<file path="src/rtl/uart_pkg.sv">
// Shared UART definitions: default line parameters and RX FSM state encoding.
package uart_pkg;

   localparam int unsigned UART_DEFAULT_CLK_FREQ = 50_000_000;
   localparam int unsigned UART_DEFAULT_BAUD     = 115_200;
   localparam int unsigned UART_OVERSAMPLE       = 16;

   typedef enum logic [2:0] {IDLE, START, DATA, STOP, BRK} uart_rx_state_t;

   // Clocks per oversample tick, truncated.
   function automatic int unsigned uart_div(input int unsigned clk_freq,
                                            input int unsigned baud,
                                            input int unsigned oversample);
      return clk_freq / (baud * oversample);
   endfunction

endpackage

</file>
<file path="src/rtl/uart_baud_tick_gen.sv">
// Free-running divider: tick_o pulses for one clock every DIV clocks.
module uart_baud_tick_gen #(
   parameter int unsigned DIV = 27
) (
   input  logic clk_i,
   input  logic rstn_i,
   output logic tick_o
);

   localparam int unsigned CW = (DIV > 1) ? $clog2(DIV) : 1;

   logic [CW-1:0] cnt_q, cnt_d;

   always_comb begin
      tick_o = (cnt_q == CW'(DIV - 1));
      cnt_d  = tick_o ? '0 : cnt_q + 1'b1;
   end

   always_ff @(posedge clk_i or negedge rstn_i) begin
      if (!rstn_i) cnt_q <= '0;
      else         cnt_q <= cnt_d;
   end

endmodule

</file>
<file path="src/rtl/uart_rx_core.sv">
// 8N1 UART receiver: oversampled mid-bit sampling, sticky ready/frame_err/overrun flags.
module uart_rx_core
   import uart_pkg::*;
#(
   parameter int unsigned CLK_FREQ   = UART_DEFAULT_CLK_FREQ,
   parameter int unsigned BAUD       = UART_DEFAULT_BAUD,
   parameter int unsigned OVERSAMPLE = UART_OVERSAMPLE
) (
   input  logic       clk_i,
   input  logic       rstn_i,
   input  logic       rx_i,
   output logic [7:0] data_out_o,
   output logic       ready_o,
   input  logic       ready_clr_i,
   output logic       frame_err_o,
   output logic       overrun_o
);

   localparam int unsigned     DIV    = uart_div(CLK_FREQ, BAUD, OVERSAMPLE);
   localparam int unsigned     SCW    = $clog2(OVERSAMPLE);
   localparam logic [SCW-1:0]  SC_MID = SCW'(OVERSAMPLE / 2 - 1);
   localparam logic [SCW-1:0]  SC_END = SCW'(OVERSAMPLE - 1);

   logic           tick;
   logic           rx_meta_q, rx_s_q;
   uart_rx_state_t state_q;
   logic [SCW-1:0] sc_q;
   logic [2:0]     bit_q;
   logic [7:0]     shreg_q;
   logic [7:0]     data_out_q;
   logic           ready_q, frame_err_q, overrun_q;

   uart_baud_tick_gen #(
      .DIV (DIV)
   ) u_tick_gen (
      .clk_i  (clk_i),
      .rstn_i (rstn_i),
      .tick_o (tick)
   );

   always_ff @(posedge clk_i or negedge rstn_i) begin
      if (!rstn_i) begin
         rx_meta_q <= 1'b1;
         rx_s_q    <= 1'b1;
      end else begin
         rx_meta_q <= rx_i;
         rx_s_q    <= rx_meta_q;
      end
   end

   always_ff @(posedge clk_i or negedge rstn_i) begin
      if (!rstn_i) begin
         state_q     <= IDLE;
         sc_q        <= '0;
         bit_q       <= '0;
         shreg_q     <= '0;
         data_out_q  <= '0;
         ready_q     <= 1'b0;
         frame_err_q <= 1'b0;
         overrun_q   <= 1'b0;
      end else begin
         // Clear first so a same-cycle load or frame error below takes precedence.
         if (ready_clr_i) begin
            ready_q     <= 1'b0;
            frame_err_q <= 1'b0;
            overrun_q   <= 1'b0;
         end
         unique case (state_q)
            IDLE: begin
               if (!rx_s_q) begin
                  state_q <= START;
                  sc_q    <= '0;
               end
            end
            START: begin
               if (tick) begin
                  if (sc_q == SC_MID) begin
                     if (rx_s_q) begin
                        state_q <= IDLE;
                     end else begin
                        sc_q    <= '0;
                        bit_q   <= '0;
                        state_q <= DATA;
                     end
                  end else begin
                     sc_q <= sc_q + 1'b1;
                  end
               end
            end
            DATA: begin
               if (tick) begin
                  if (sc_q == SC_END) begin
                     shreg_q <= {rx_s_q, shreg_q[7:1]};
                     sc_q    <= '0;
                     bit_q   <= bit_q + 1'b1;
                     if (bit_q == 3'd7) state_q <= STOP;
                  end else begin
                     sc_q <= sc_q + 1'b1;
                  end
               end
            end
            STOP: begin
               if (tick) begin
                  if (sc_q == SC_END) begin
                     if (rx_s_q) begin
                        data_out_q <= shreg_q;
                        ready_q    <= 1'b1;
                        overrun_q  <= !ready_clr_i && (overrun_q || ready_q);
                        state_q    <= IDLE;
                     end else begin
                        frame_err_q <= 1'b1;
                        state_q     <= BRK;
                     end
                  end else begin
                     sc_q <= sc_q + 1'b1;
                  end
               end
            end
            BRK: begin
               if (rx_s_q) state_q <= IDLE;
            end
            default: state_q <= IDLE;
         endcase
      end
   end

   assign data_out_o  = data_out_q;
   assign ready_o     = ready_q;
   assign frame_err_o = frame_err_q;
   assign overrun_o   = overrun_q;

endmodule

</file>
<file path="config.mk">
export PLATFORM = sky130hd
export DESIGN_NAME = uart_rx_core
export DESIGN_NICKNAME = d
export VERILOG_FILES = /design/src/rtl/uart_pkg.sv /design/src/rtl/uart_baud_tick_gen.sv /design/src/rtl/uart_rx_core.sv
export SDC_FILE = /design/constraint.sdc
export NUM_CORES = 1
export LEC_CHECK = 0
export CAP_MARGIN = 5
export CORE_MARGIN = 2
export CORE_UTILIZATION = 60
export DETAILED_ROUTE_END_ITERATION = 10
export DONT_BUFFER_PORTS = 1
export GPL_ROUTABILITY_DRIVEN = 0
export MAX_ROUTING_LAYER = met4
export PLACE_DENSITY = 0.76
export SYNTH_ARGS = -nofsm -noshare
export SYNTH_HDL_FRONTEND = slang
export SYNTH_HIERARCHICAL = 1
export SYNTH_SLANG_ARGS = --single-unit
</file>
<file path="constraint.sdc">
create_clock -name clk_i -period 3.2 [get_ports clk_i]
set_input_delay 0.8 -clock clk_i [delete_from_list [all_inputs] [get_ports clk_i]]
set_output_delay 0.8 -clock clk_i [all_outputs]
set_load 0.01 [all_outputs]
</file>
==> impl_metrics.yaml <==
timing:
  finClkSkew_ns: 0.0122
  fin_crit_ns: 2.25
  setup_viol: 0
  final.setup.tns_ns: 0
  rsz0062_at_grt: "false"
  hold_ws_ns: 0.152
  tightest_slew_ns: 0.428
  max_freq_mhz: 445
  max_slew_margin: 0.713
  period_share: 0.703
  finalHoldViolCount: 0
  drv_slew: 0
layout:
  n_antenna_cell: 0
  nets: 149
  syn_to_final_growth_pct: 1.42
  drive_above_1_share: 0.234
grt:
  grt_pass1_wl_mm: 4.76
  grt_pass1_vias: 1076
  antenna_found_initial: 0
  grt_usage: 0.189
  grt_max_degree: 37
  overflow: 0
logic_synthesis:
  yosysWarnings: 6
  synthCells: 141
  synth-edff-count: 0
  syn_area_um2: 1760
  yosysUniqueCellTypes: 51
  synth-seq-cells: 36
  async_reset_ff_frac: 1.00
  yosysTopAreaCellShare: 0.483
  synth.most_common_cell: "dfrtp_1"
  yosysTopAreaCell: "dfrtp_1"
  yosysSeqAreaShare: 0.513
  synthFlopType: "dfrtp_1"
  ys_top_cells_by_area: "dfrtp_1 (48%), mux2_2 (7.0%), mux2_4 (4.3%), ha_1 (3.6%), dfstp_2 (3.0%)"
  ys_top_cells_by_count: "dfrtp_1 (34), mux2_2 (11), nor2_1 (9)"
  syn-mean-instance-area_um2: 12.5
  syn-num-nets: 150
route:
  routed_via_density: 6.22
  vias: 1069
  drc: 0
  dr.pass1.iters: 4
  wirelength_mm: 2.59
  wl_per_cell_um: 15.0
  drt_iter0_drc: 35
  antenna_left: 0
placement:
  hpwl_mm: 1.80
  io_buffers: 0
pwr:
  powerDensity_nw_per_um2: 395
  ir_drop_mv: 0.371
  p_leak_nw: 0.801
clocking:
  cts_hold_buf: 0
  cts_resized: 0
  postCtsSetupBuffers: 0
  clk-insertion-delay-late_ns: 0.32
  htree_levels: 2
  cts_tree: "done"
  cts-root-buf: "clkbuf_4"
  cts_buffer_depth: 2
  clk_pin_slew_ns: 0.11
  numCtsBuffers: 5
  cts.sinks: 36
floorplan:
  dieArea_um2: 3390
  io_pins: 15
  start_util: 0.633
  dieHeight_um: 58.2
  rows: 19
  coreArea_um2: 2780
  die_width_um: 58.2
setup_path:
  r2r_setup_slack_ns: 0.95
  worst_setup_path_end_kind: "register"
  cpPeakStageDelay_ns: 0.43
  r2r_start: "u_tick_gen/cnt_q[0]"
  worst_path_max_delay_cell: "dfrtp_1"
  r2r_end: "shreg_q[0]"
  critPathMaxFanout: 13
  worst-setup-path-type: "register to register"
  reg2reg_depth: 6
  worstPathRequired_ns: 3.42
  cp_cell_sequence: "inv_1 > ha_1 > and4b_1 > and2b_1 > and4_4 > mux2_2"
  cp_data_arrival_time_ns: 2.47
  startpoint_type: "register"
min_path:
  hp-class: "input port to async pin"
outcome:
  outcome: "completed"
flow_run:
  max_cap_violations: 0
cells in the final DEF, fill, tap and decap left out, types with 2 or more instances in the layout:
cell type	count
nand3_1	3
o21ai_0	5
a22o_1	3
ha_1	5
dfstp_2	2
clkbuf_4	5
and3_1	2
inv_1	5
and4b_1	2
nand2b_1	2
nand3b_1	2
nor2_1	9
dfrtp_1	34
mux2i_1	2
mux2_2	11
nand2_1	6
clkinv_2	2
a21oi_1	6
mux2_4	5
sequential cells by signal, indices dropped and copies added (netlist names), 3 cells and up:
signal,count
state_q,3
data_out_o,8
shreg_q,8
sc_q,4
u_tick_gen/cnt_q,5
bit_q,3
metal layers:
layer | share of wire | GRT usage | vias up
li1 | - | - | 517
met1 | 0.47 | 0.244 | 525
met2 | 0.48 | 0.294 | 25
met3 | 0.050 | 0.0491 | 2
met4 | 0.0046 | 0.0598 | 0
met5 | 0 | - | -
critical path, delay by kind of cell, from the launching register on:
family / cells / cell delay [ns]
buffers and inverters: 1 / 0.07
muxes: 1 / 0.36
and+or+nand+nor: 3 / 1.10
adders and majority gates: 1 / 0.19
DFF: 1 / 0.43
power breakdown:
part	switching (mW)	internal (mW)
Sequential	0.00227	0.457
Combinational	0.0000000000000000452	0.000181
Clock	0.142	0.105
Total	0.145	0.562
worst max-delay path by stage:
stage / slack (ns) / startpoint / end
after CTS: 0.97 / u_tick_gen/cnt_q[0] / shreg_q[0]
after global routing: 0.79 / u_tick_gen/cnt_q[0] / data_out_o[1]
final: 0.95 / u_tick_gen/cnt_q[0] / shreg_q[0]
after detailed placement: 0.98 / u_tick_gen/cnt_q[0] / shreg_q[0]
after global placement: 1.05 / u_tick_gen/cnt_q[0] / shreg_q[2]
after floorplan: 1.12 / u_tick_gen/cnt_q[0] / shreg_q[3]
cell families after synthesis:
logic type | synth area share
AOI/OAI and AO/OA | 0.136
adders and majority gates | 0.0355
buffers and inverters | 0.0533
DFF | 0.513
muxes | 0.131
and+or+nand+nor | 0.131
layout make-up:
type / count / area [um2]
fill: 216 / 995
clock buffer: 6 / 51.3
inverter: 5 / 18.8
clock inverter: 2 / 10.0
multi-input combinational: 92 / 764
tap: 31 / 38.8
sequential: 36 / 903
per-stage QoR:
step,power (mW),util,worst slack (ns),instances,cell area [um2]
3_5_place_dp,0.469,0.620,0.980,164,1730
5_1_grt,0.737,0.642,0.791,172,1790
2_1_floorplan,0.468,-,1.12,141,1760
3_3_place_gp,0.468,0.620,1.05,164,1730
6_report,0.707,0.642,0.952,172,1790
4_1_cts,0.714,0.642,0.967,172,1790
Note: power is estimated with default switching activity, not from simulation.
